[src/rtl/vga_timing.sv]
// vga_timing: free-running raster counters with registered sync/blank flags (the timing_if signals).
// Defining VGA_TIMING_FRAME_TICK_EN adds a one-cycle frame_tick output at (0,0).
module vga_timing #(
    parameter int H_ACTIVE = 1024,
    parameter int H_FRONT  = 24,
    parameter int H_SYNC   = 136,
    parameter int H_BACK   = 160,
    parameter int V_ACTIVE = 768,
    parameter int V_FRONT  = 3,
    parameter int V_SYNC   = 6,
    parameter int V_BACK   = 29
) (
    input  logic        clk,
    input  logic        rst,
    output logic [10:0] hcount,
    output logic [10:0] vcount,
    output logic        hsync,
    output logic        vsync,
    output logic        hblnk,
`ifdef VGA_TIMING_FRAME_TICK_EN
    output logic        frame_tick,
`endif
    output logic        vblnk
);

    localparam int H_TOTAL = H_ACTIVE + H_FRONT + H_SYNC + H_BACK;
    localparam int V_TOTAL = V_ACTIVE + V_FRONT + V_SYNC + V_BACK;

    if (H_TOTAL > 2048) begin : g_h_total_check
        $error("vga_timing: H_TOTAL does not fit the 11-bit hcount");
    end
    if (V_TOTAL > 2048) begin : g_v_total_check
        $error("vga_timing: V_TOTAL does not fit the 11-bit vcount");
    end

    localparam logic [10:0] H_LAST = 11'(H_TOTAL - 1);
    localparam logic [10:0] V_LAST = 11'(V_TOTAL - 1);

    // Decode bounds are 12 bits wide so a sync end equal to 2048 does not wrap to 0.
    localparam logic [11:0] H_BLNK_START = 12'(H_ACTIVE);
    localparam logic [11:0] H_SYNC_START = 12'(H_ACTIVE + H_FRONT);
    localparam logic [11:0] H_SYNC_END   = 12'(H_ACTIVE + H_FRONT + H_SYNC);
    localparam logic [11:0] V_BLNK_START = 12'(V_ACTIVE);
    localparam logic [11:0] V_SYNC_START = 12'(V_ACTIVE + V_FRONT);
    localparam logic [11:0] V_SYNC_END   = 12'(V_ACTIVE + V_FRONT + V_SYNC);

    logic [10:0] hcount_q, hcount_d;
    logic [10:0] vcount_q, vcount_d;
    logic        hsync_q, hsync_d;
    logic        vsync_q, vsync_d;
    logic        hblnk_q, hblnk_d;
    logic        vblnk_q, vblnk_d;
    logic [11:0] h_nxt_ext, v_nxt_ext;

    // Flags decode the next position so they line up with the counters they describe.
    always_comb begin
        // NOTE: every always_comb output gets a default first so no path can infer a latch.
        hcount_d = hcount_q + 11'd1;
        vcount_d = vcount_q;
        if (hcount_q == H_LAST) begin
            hcount_d = '0;
            vcount_d = (vcount_q == V_LAST) ? '0 : vcount_q + 11'd1;
        end
        h_nxt_ext = {1'b0, hcount_d};
        v_nxt_ext = {1'b0, vcount_d};
        hblnk_d   = (h_nxt_ext >= H_BLNK_START);
        hsync_d   = (h_nxt_ext >= H_SYNC_START) && (h_nxt_ext < H_SYNC_END);
        vblnk_d   = (v_nxt_ext >= V_BLNK_START);
        vsync_d   = (v_nxt_ext >= V_SYNC_START) && (v_nxt_ext < V_SYNC_END);
    end

    // NOTE: state registers use non-blocking assignments so all flops update from pre-edge values.
    always_ff @(posedge clk) begin
        if (rst) begin
            hcount_q <= '0;
            vcount_q <= '0;
            hsync_q  <= 1'b0;
            vsync_q  <= 1'b0;
            hblnk_q  <= 1'b0;
            vblnk_q  <= 1'b0;
        end else begin
            hcount_q <= hcount_d;
            vcount_q <= vcount_d;
            hsync_q  <= hsync_d;
            vsync_q  <= vsync_d;
            hblnk_q  <= hblnk_d;
            vblnk_q  <= vblnk_d;
        end
    end

    assign hcount = hcount_q;
    assign vcount = vcount_q;
    assign hsync  = hsync_q;
    assign vsync  = vsync_q;
    assign hblnk  = hblnk_q;
    assign vblnk  = vblnk_q;

`ifdef VGA_TIMING_FRAME_TICK_EN
    logic frame_tick_q, frame_tick_d;

    // Reset forces (0,0) without a tick; only the counting wrap produces one.
    always_comb begin
        frame_tick_d = (hcount_d == '0) && (vcount_d == '0);
    end

    always_ff @(posedge clk) begin
        if (rst) begin
            frame_tick_q <= 1'b0;
        end else begin
            frame_tick_q <= frame_tick_d;
        end
    end

    assign frame_tick = frame_tick_q;
`endif

endmodule

[config.mk]
export PLATFORM = sky130hd
export DESIGN_NAME = vga_timing
export DESIGN_NICKNAME = d
export VERILOG_FILES = /design/src/rtl/vga_timing.sv
export SDC_FILE = /design/constraint.sdc
export NUM_CORES = 1
export LEC_CHECK = 0
export BUFFER_PORTS_ARGS = -buffer_cell sky130_fd_sc_hd__buf_2
export CORE_MARGIN = 3
export CORE_UTILIZATION = 39
export CTS_CLUSTER_SIZE = 14
export DETAILED_ROUTE_END_ITERATION = 10
export HOLD_SLACK_MARGIN = 0.05
export PLACE_DENSITY = 0.66
export SLEW_MARGIN = 10
export SYNTH_ARGS = -nofsm -noshare
export SYNTH_HDL_FRONTEND = slang
export SYNTH_SLANG_ARGS = --single-unit
export TNS_END_PERCENT = 100
[constraint.sdc]
create_clock -name clk -period 2.4 [get_ports clk]
set_input_delay 0.48 -clock clk [delete_from_list [all_inputs] [get_ports clk]]
set_output_delay 0.48 -clock clk [all_outputs]
set_load 0.02 [all_outputs]
# Word level (Yosys, flattened, before mapping)
# Index checks and enable logic that the tools add are counted.
[op_classes]
add_sub_neg = 2
n_lt_le_gt_ge = 6
n_eq_ne = 2
mux = 3
reduce_logical = 2
[op_table]
columns = ["operator", "n"]
rows = [
  ["2-to-1 mux 11 bit", 3],
  ["adder 11 x 1 -> 11 bit, second input constant", 2],
  ["greater-or-equal comparator 11 x 10 -> 1 bit, second input constant", 2],
  ["greater-or-equal comparator 11 bit, second input constant", 2],
  ["== test 11 x 10 -> 1 bit, second input constant", 1],
  ["== test 11 bit, second input constant", 1],
  ["less-than comparator 11 x 10 -> 1 bit, second input constant", 1],
  ["less-than comparator 11 bit, second input constant", 1],
  ["logical AND 1 bit", 2],
]
[totals]
register_bits = 26
inputBits = 2
out_inout_bits = 26
word_cells = 21

# Longest topological paths before layout
# Gate-level depths: netlist (run 1).
[logic_depth]
word_depth = 5
mapped_depth = 9
ltp_nobuf = 9

# Worst setup path before layout (run 1)
# Ideal clock, no wire load.
[synth_path]
kind = "flip-flop to flip-flop"
from = "register hcount_q[0] (netlist: hcount[0])"
to = "register vsync_q (netlist: vsync)"
setup_time_ps = 73
arrival_time_ps = 2147
required_ps = 2327
path_slack_ps = 180
path_stages_with_launch = 9
period_less_slack_ps = 2220
cell_sequence = "dfxtp_1 ha_1 clkbuf_1 nand4_2 or4_1 a21boi_1 a31oi_1 a211o_1 nor3_2"
[synth_via]
elab_chain_len = 4
elab_cells_between_ends = 5
[synth_rtl]
columns = ["item", "line_no", "text"]
rows = [
  ["start, declared", "47", "logic [10:0] hcount_q, hcount_d;"],
  ["start signal, assigned", "82", "hcount_q <= hcount_d;"],
  ["== test 11 bit (*)", "60", "if (hcount_q == H_LAST) begin"],
  ["2-to-1 mux 11 bit (*)", "60", ""],
  ["greater-or-equal comparator 11 x 10 -> 1 bit / less-than comparator 11 x 10 -> 1 bit (equally long branches)", "69", "vsync_d = (v_nxt_ext >= V_SYNC_START) && (v_nxt_ext < V_SYNC_END);"],
  ["logical AND 1 bit (*)", "69", ""],
  ["end signal, assigned", "85", "vsync_q <= vsync_d;"],
  ["end, declared", "50", "logic vsync_q, vsync_d;"],
]
# Every way passes the cells marked *; elsewhere a longest branch is shown, timed or not.
# A chain may end at the register's enable or synchronous reset.

# Worst setup path in the final report (run 1)
[layout_path]
from = "register hcount_q[2] (netlist: hcount[2])"
to = "register vsync_q (netlist: vsync)"
# The elaborated chain is that of the path after synthesis.

==> flow_summary.json, run 1 <==
{
  "crit_chain": "and4_4 > nand4_2 > or4_1 > a21boi_1 > a31oi_1 > a211o_1 > nor3_2",
  "die_w_um": 67.14,
  "drtIter0Drc": 55,
  "synth-seq-cells": 26,
  "total_power_mw": 0.7610,
  "seq_power_share_pct": 58.0,
  "ys_types": 47,
  "finalSetupTns_ns": 0,
  "die-area_mm2": 0.004507,
  "area_delta_synth_final_pct": 18.11,
  "cts.sinks": 26,
  "min_period_ns": 2.145,
  "rrSetupSlack_ns": 0.25,
  "utilization_pct": 49.64,
  "root_buffer": "clkbuf_8",
  "rsz0062_at_grt": "false",
  "holdCritPathClass": "flop to flop",
  "cts_buffer_depth": 2,
  "p_leak_nw": 0.7152,
  "synth_top_cell_area_share_pct": 35.71,
  "holdBufCountCts": 0,
  "grtUsageTotal_pct": 16.39,
  "io_buffers": 27,
  "holdWs_ns": 0.5156,
  "grt_pass1_vias": 1202,
  "vias_per_cell": 5.373,
  "final_cell_area_mm2": 0.001722,
  "globalplace.congestion": 0.8156,
  "coreArea_mm2": 0.003468,
  "crit_path_top_delay_cell": "or4_1",
  "cts_resized": 0,
  "postCtsSetupBuffers": 0,
  "period_share_pct": 89.38,
  "die_h_um": 67.14,
  "initial_core_util_pct": 42.03,
  "drive_gt1_share_pct": 21.53,
  "drv_slew": 0,
  "netlist_area_mm2": 0.001458,
  "avgSynthCellArea_um2": 8.098,
  "clk_pin_slew_ns": 0.10,
  "p_int_mw": 0.5907,
  "cp-end-kind": "flop",
  "synthTopCellsByArea": "dfxtp_1 36%, nor2_1 5.7%, a21oi_1 4.8%",
  "n_antenna_cell": 0,
  "rr_endpoint": "vsync",
  "p_sw_mw": 0.1702,
  "drc": 0,
  "vias": 1370,
  "maxSlewHeadroom_pct": 66.50,
  "swShare_pct": 22.37,
  "power_density_mw_per_mm2": 442.0,
  "num_rows": 21,
  "dpl.cell_count": 251,
  "overflow": 0,
  "status": "completed",
  "critPathArrivalTime_ns": 2.36,
  "synth-async-reset-ratio_pct": 0,
  "crit_path_end": "vsync",
  "ys.flop_type": "dfxtp_1",
  "rr_worst_depth": 7,
  "fill_cells": 361,
  "antenna_found_initial": 0,
  "postSynthCellCount": 180,
  "avgRoutedWirePerCell_um": 13.21,
  "cts_tree": "done",
  "wl_um": 3369,
  "worst_setup_path_start_kind": "flop",
  "combPwrFrac_pct": 3.6,
  "dp_hpwl_um": 2424,
  "grt_max_degree": 25,
  "numCtsBuffers": 3,
  "yosys_warnings": 0,
  "peakVddDrop_mv": 0.2236,
  "place_area_mm2": 0.001667,
  "fin_skew_ns": 0.009849,
  "synth_nets": 185,
  "grt_pass1_wl_um": 5685,
  "yosysSeqAreaShare_pct": 35.71,
  "crit_type": "flop to flop",
  "hold_viol_final": 0,
  "slowest_delay_ns": 0.52,
  "synth_top_area_cell": "dfxtp_1",
  "clk_latency_ns": 0.28,
  "drv_cap": 0,
  "p_clk_share_pct": 38.4,
  "setup-violations-final": 0,
  "required_ns": 2.62,
  "startpoint": "hcount[2]",
  "ios": 28,
  "synth_edf_count": 0,
  "worst_slew_pin_slew_ns": 0.4898,
  "crit_fanout": 8,
  "synthTopCellsByCount": "26 x dfxtp_1, 22 x nor2_1, 14 x a21oi_1",
  "final_antenna_net_count": 0,
  "htree_levels": 1,
  "fin_nets": 215,
  "cp_top_family": "simple AND/OR/NAND/NOR gates",
  "synth_most_common_cell": "dfxtp_1",
  "critPathBufInv": 0,
  "dp_slack_ns": 0.2825,
  "reg2reg_from": "hcount[2]",
  "max_freq_ghz": 0.4662,
  "crit_cells": 7,
  "layout.cells.non_filler": 255,
  "layout_setup_ws_ns": 0.2549,
  "drt_pre_antenna_iters": 4
}
==> worst reg2reg max path, stage by stage (launching register included) <==
cell	delay, ns
dfxtp_1	0.49
and4_4	0.31
nand4_2	0.11
or4_1	0.52
a21boi_1	0.16
a31oi_1	0.06
a211o_1	0.30
nor3_2	0.14
==> flip-flops by register name, summed over array words and instances (netlist names) <==
name    cells
vsync       1
hsync       1
hcount     11
vcount     11
hblnk       1
vblnk       1
==> how the worst min path moves through the flow <==
stage | startpoint | end | slack [ns] | depth (start not counted)
after floorplan | rst | vcount[10] | 0.56 | 1
after global placement | hcount[0] | hcount[0] | 0.47 | 1
after detailed placement | hcount[0] | hcount[0] | 0.50 | 1
after CTS | hcount[0] | hcount[0] | 0.52 | 1
after global routing | hcount[0] | hcount[0] | 0.54 | 1
final | hcount[0] | hcount[0] | 0.52 | 1
==> area by class of cell <==
class	instances	area, um^2	area share [%]
sequential	26	520.5	30.23
tap	46	57.56	3.343
timing repair buffer	36	202.7	11.77
inverter	3	11.26	0.6541
multi-input combinational	140	874.6	50.80
clock buffer	4	55.05	3.198
==> per-layer routing <==
layer	vias to the layer above	global-route usage, %	share of wire (%)
met1	619	21.97	50
li1	711	-	-
met2	36	26.01	45
met4	0	6.835	1.2
met3	4	2.662	4.2
met5	-	0	0
==> logic make-up (layout without fill, tap and decap cells) <==
family	after synthesis	after routing	share of synthesized area, %
AOI/OAI and AO/OA	40	40	16.91
xor gates and xnor gates	11	11	6.609
adders and majority gates	3	3	2.575
buffers and inverters	14	43	4.292
DFF	26	26	35.71
muxes	1	1	0.6867
and+or+nand+nor	85	85	33.22
==> cells in the final DEF (no fill, tap or decap), drive strengths merged, types with 6 or more instances in the layout <==
master	synthesis	routed
nor3	9	9
o21ai	8	8
a21oi	14	14
nand2	12	12
nand3	7	7
dfxtp	26	26
buf	3	36
xnor2	6	6
nor2	22	22
==> power groups by stage <==
stage	logic [mW]	registers, mW	clock network [mW]
6_report	0.0274	0.441	0.292
5_1_grt	0.0299	0.442	0.310
4_1_cts	0.0277	0.441	0.296
3_5_place_dp	0.0275	0.451	0
3_3_place_gp	0.0281	0.450	0
2_1_floorplan	0.0127	0.455	0
Power figures use the tool's default switching activity.
==> inputs of run 2 (changes only) <==
Clock period 2.4 ns to 2.6 ns, I/O delays scaled along.
==> run 2 against run 1 <==
  * Sequential power decreased by 7.7%
  * Combinational power decreased by 7%
  * Global-route usage decreased by 1.2 points
  * Utilization decreased by 0.61 points
  * Wire length decreased by 5.3%
  * Clock power increased by 15%
  * Fmax decreased by 4.4%
  * Critical path type unchanged
  * Critical endpoint unchanged
  * Largest power group unchanged
==> flow_summary.json, run 2 (synthesis results as in run 1) <==
{
  "wl_um": 3191,
  "worst_setup_path_start_kind": "flop",
  "crit_fanout": 13,
  "n_antenna_cell": 0,
  "root_buffer": "clkbuf_8",
  "vias": 1355,
  "critPathArrivalTime_ns": 2.41,
  "maxSlewHeadroom_pct": 63.59,
  "holdCritPathClass": "flop to flop",
  "final_common_cell": "buf_2",
  "postCtsSetupBuffers": 0,
  "die-area_mm2": 0.004507,
  "drv_slew": 0,
  "drt_pre_antenna_iters": 4,
  "cp-end-kind": "flop",
  "fill_cells": 361,
  "status": "completed",
  "final_cell_mix": "27 x buf_2, 26 x dfxtp_1, 22 x nor2_1",
  "die_h_um": 67.14,
  "clk_pin_slew_ns": 0.10,
  "drive_gt1_share_pct": 19.61,
  "finalSetupTns_ns": 0,
  "drc": 0,
  "min_period_ns": 2.243,
  "globalplace.congestion": 0.8644,
  "rr_worst_depth": 7,
  "rrSetupSlack_ns": 0.36,
  "vias_per_cell": 5.420,
  "slowest_delay_ns": 0.55,
  "antenna_found_initial": 0,
  "htree_levels": 1,
  "dp_hpwl_um": 2294,
  "overflow": 0,
  "whs_path_depth": 1,
  "cts_buffer_depth": 2,
  "grt_pass1_wl_um": 5457,
  "die_w_um": 67.14,
  "initial_core_util_pct": 42.03,
  "cts.sinks": 26,
  "drtIter0Drc": 122,
  "grt_pass1_vias": 1155,
  "peakVddDrop_mv": 0.2493,
  "required_ns": 2.77,
  "ios": 28,
  "grtUsageTotal_pct": 15.22,
  "area_delta_synth_final_pct": 16.65,
  "crit_chain": "ha_1 > and4_1 > nand4_1 > mux2i_1 > and4b_1 > a21oi_1 > nor3_2",
  "grt_max_degree": 25,
  "crit_type": "flop to flop",
  "io_buffers": 27,
  "rsz0062_at_grt": "false",
  "fin_skew_ns": 0.006387,
  "numCtsBuffers": 3,
  "num_rows": 21,
  "reg2reg_from": "hcount[0]",
  "worst_slew_pin_slew_ns": 0.5324,
  "avgRoutedWirePerCell_um": 12.76,
  "coreArea_mm2": 0.003468,
  "total_power_mw": 0.7680,
  "hold_viol_final": 0,
  "period_share_pct": 86.26,
  "holdWs_ns": 0.5084,
  "p_leak_nw": 0.6949,
  "clk_latency_ns": 0.27,
  "min_from": "hcount[0]",
  "final_antenna_net_count": 0,
  "power_density_mw_per_mm2": 451.7,
  "drv_cap": 0,
  "min_to": "hcount[0]",
  "max_freq_ghz": 0.4459,
  "fin_nets": 210,
  "cts_tree": "done",
  "setup-violations-final": 0,
  "cts_resized": 0,
  "crit_path_top_delay_cell": "and4_1",
  "rr_endpoint": "vsync",
  "holdBufCountCts": 0
}
[run 2: metrics by stage]
step	cell area [um^2]	std cells	utilization [%]	setup WS, ns
global placement	1629	246	46.97	0.4333
finish	1700	250	49.03	0.3572
global route	1700	250	49.03	0.1557
detailed placement	1629	246	46.97	0.3911
CTS	1700	250	49.03	0.3767
floorplan	1458	180	-	0.3801
[run 2: area by class of cell]
| class | count | area (um^2) | share of cell area [%] |
|---|---|---|---|
| clock buffers | 3 | 41.29 | 2.428 |
| clock inverters | 1 | 30.03 | 1.766 |
| inverters | 3 | 11.26 | 0.6623 |
| multi-input cells | 140 | 874.6 | 51.43 |
| flip-flops and latches | 26 | 520.5 | 30.61 |
| well taps | 46 | 57.56 | 3.385 |
| repair buffers | 31 | 165.2 | 9.713 |
[run 2: power breakdown]
group / leakage (nW) / internal (mW) / switching, mW
clock network: 0.0357 / 0.206 / 0.130
logic: 0.449 / 0.00782 / 0.0177
registers: 0.210 / 0.402 / 0.00492
total: 0.695 / 0.615 / 0.153
[run 2: worst max-delay path by stage]
stage	startpoint	end	slack (ns)	cells after the start
6_report	hcount[0]	vsync	0.36	7
5_1_grt	hcount[8]	vsync	0.16	7
4_1_cts	hcount[0]	vsync	0.38	7
3_5_place_dp	hcount[0]	vsync	0.39	7
3_3_place_gp	hcount[8]	vsync	0.43	7
2_1_floorplan	hcount[0]	vsync	0.38	8
[run 2: critical path, delay by kind of cell (launching register included)]
kind	cells	cell delay, ns
AO/OA/AOI/OAI	1	0.14
adder cells (fa/ha/maj)	1	0.35
multiplexers	1	0.25
flip-flops	1	0.39
AND/OR/NAND/NOR	4	1.01
[run 2: metal layers]
metal,wire length [um],vias to the layer above,global-route usage [%]
met5,0,-,0
met4,16,0,3.038
met3,168,2,1.997
met2,1460,30,23.93
met1,1546,619,22.22
li1,-,704,-
==> inputs of run 3 (changes only) <==
Settings changed: BUFFER_PORTS_ARGS -buffer_cell sky130_fd_sc_hd__buf_2 to default, DONT_BUFFER_PORTS from default to 1, PLACE_DENSITY 0.66 to 0.59.
Clock period 2.6 ns to 2.14 ns, I/O delays scaled along.
==> run 3 against run 2 <==
  * Critical path type unchanged
  * Fmax grew 13%
  * Clock skew shrank 0.0057 ns
  * Worst hold slack lost 0.29 ns
  * Sequential power grew 21%
  * Clock-buffer cell count is the same
  * Largest cell class unchanged
  * Combinational power grew 23%
  * Critical path depth is the same
  * Die area is the same
  * Cell area grew 1.5%
==> flow_summary.json, run 3 (synthesis results as in run 1) <==
{
  "maxSlewHeadroom_pct": 68.20,
  "root_buffer": "clkbuf_8",
  "avgRoutedWirePerCell_um": 14.70,
  "ios": 28,
  "worst_slew_pin_slew_ns": 0.4730,
  "final_antenna_net_count": 0,
  "finalSetupTns_ns": 0,
  "postCtsSetupBuffers": 0,
  "n_antenna_cell": 0,
  "dp_slack_ns": 0.1372,
  "overflow": 0,
  "drtIter0Drc": 96,
  "clk_latency_ns": 0.27,
  "period_share_pct": 93.09,
  "cts_buffer_depth": 2,
  "coreArea_mm2": 0.003468,
  "clk_pin_slew_ns": 0.09,
  "cp-end-kind": "flop",
  "vias": 1414,
  "num_rows": 21,
  "rsz0062_at_grt": "false",
  "die_h_um": 67.14,
  "grt_pass1_vias": 1343,
  "power_density_mw_per_mm2": 462.5,
  "drv_cap": 0,
  "peakVddDrop_mv": 0.5494,
  "holdCritPathClass": "input pin to flop",
  "die-area_mm2": 0.004507,
  "initial_core_util_pct": 42.03,
  "die_w_um": 67.14,
  "p_leak_nw": 0.6654,
  "hold_viol_final": 0,
  "rrSetupSlack_ns": 0.15,
  "crit_type": "flop to flop",
  "max_freq_ghz": 0.5020,
  "dp_hpwl_um": 2685,
  "fin_skew_ns": 0.0006796,
  "crit_fanout": 3,
  "vias_per_cell": 5.725,
  "grtUsageTotal_pct": 17.16,
  "final_cell_mix": "29 x buf_4, 25 x dfxtp_1, 22 x nor2_1",
  "drt_pre_antenna_iters": 4,
  "area_delta_synth_final_pct": 18.37,
  "setup-violations-final": 0,
  "htree_levels": 1,
  "grt_max_degree": 25,
  "critPathArrivalTime_ns": 2.20,
  "drc": 0,
  "status": "completed",
  "drv_slew": 0,
  "grt_pass1_wl_um": 6023,
  "final_common_cell": "buf_4",
  "drive_gt1_share_pct": 19.40,
  "cts_tree": "done",
  "layout_setup_ws_ns": 0.1480,
  "required_ns": 2.34,
  "globalplace.congestion": 0.9350,
  "io_buffers": 0,
  "cts.sinks": 26,
  "numCtsBuffers": 3,
  "min_period_ns": 1.992,
  "antenna_found_initial": 0,
  "worst_setup_path_start_kind": "flop",
  "fin_nets": 208,
  "wl_um": 3632
}
## run 3: routing by layer
layer / share of wire [%] / up-vias / GRT usage, %
met4: 1.1 / 0 / 3.038
li1: - / 703 / -
met5: 0 / - / 0
met1: 46 / 644 / 22.51
met2: 44 / 61 / 27.61
met3: 8.8 / 6 / 5.824
## run 3: path summary, 6_finish.rpt
| kind | from | to | cells past startpoint |
|---|---|---|---|
| max | hcount[9] | vsync | 7 |
| min | rst | hcount[8] | 1 |
| min reg2reg | hcount[0] | hcount[0] | 2 |
| max reg2reg | hcount[9] | vsync | 7 |
## run 3: through the flow
| stage | cell area (um^2) | hold slack (ns) | power (mW) | utilization, % | instances |
|---|---|---|---|---|---|
| 6_report | 1725 | 0.2155 | 0.7980 | 49.75 | 247 |
| 5_1_grt | 1725 | 0.1976 | 0.8316 | 49.75 | 247 |
| 4_1_cts | 1724 | 0.2078 | 0.8047 | 49.71 | 247 |
| 2_1_floorplan | 1460 | 0.5078 | 0.5252 | - | 180 |
| 3_5_place_dp | 1683 | 0.4970 | 0.5333 | 48.52 | 244 |
| 3_3_place_gp | 1683 | 0.4998 | 0.5320 | 48.52 | 244 |
## run 3: worst max-delay path, stage by stage (launching register included)
cell and delay, ns:
dfxtp_1 0.32, and4bb_1 0.33, nand4_2 0.12, or4_1 0.51
a21boi_1 0.16, a31oi_1 0.06, a211o_1 0.30, nor3_2 0.14
## run 3: area by class of cell
| class | count | area, um^2 |
|---|---|---|
| inverter | 3 | 11.26 |
| tap | 46 | 57.56 |
| sequential | 26 | 521.8 |
| timing repair buffer | 29 | 217.7 |
| fill | 336 | 1743 |
| multi-input combinational | 140 | 875.8 |
| clock buffer | 3 | 41.29 |
## run 3: power by group
part | leakage (nW) | internal, mW | switching [mW]
combinational | 0.433 | 0.0127 | 0.0186
sequential | 0.210 | 0.488 | 0.00259
clock | 0.0216 | 0.126 | 0.150
## run 3: timing repair
action,in CTS,in global routing
endpoints found under the setup margin,0,1
gates resized for setup,0,1
hold buffers,0,0
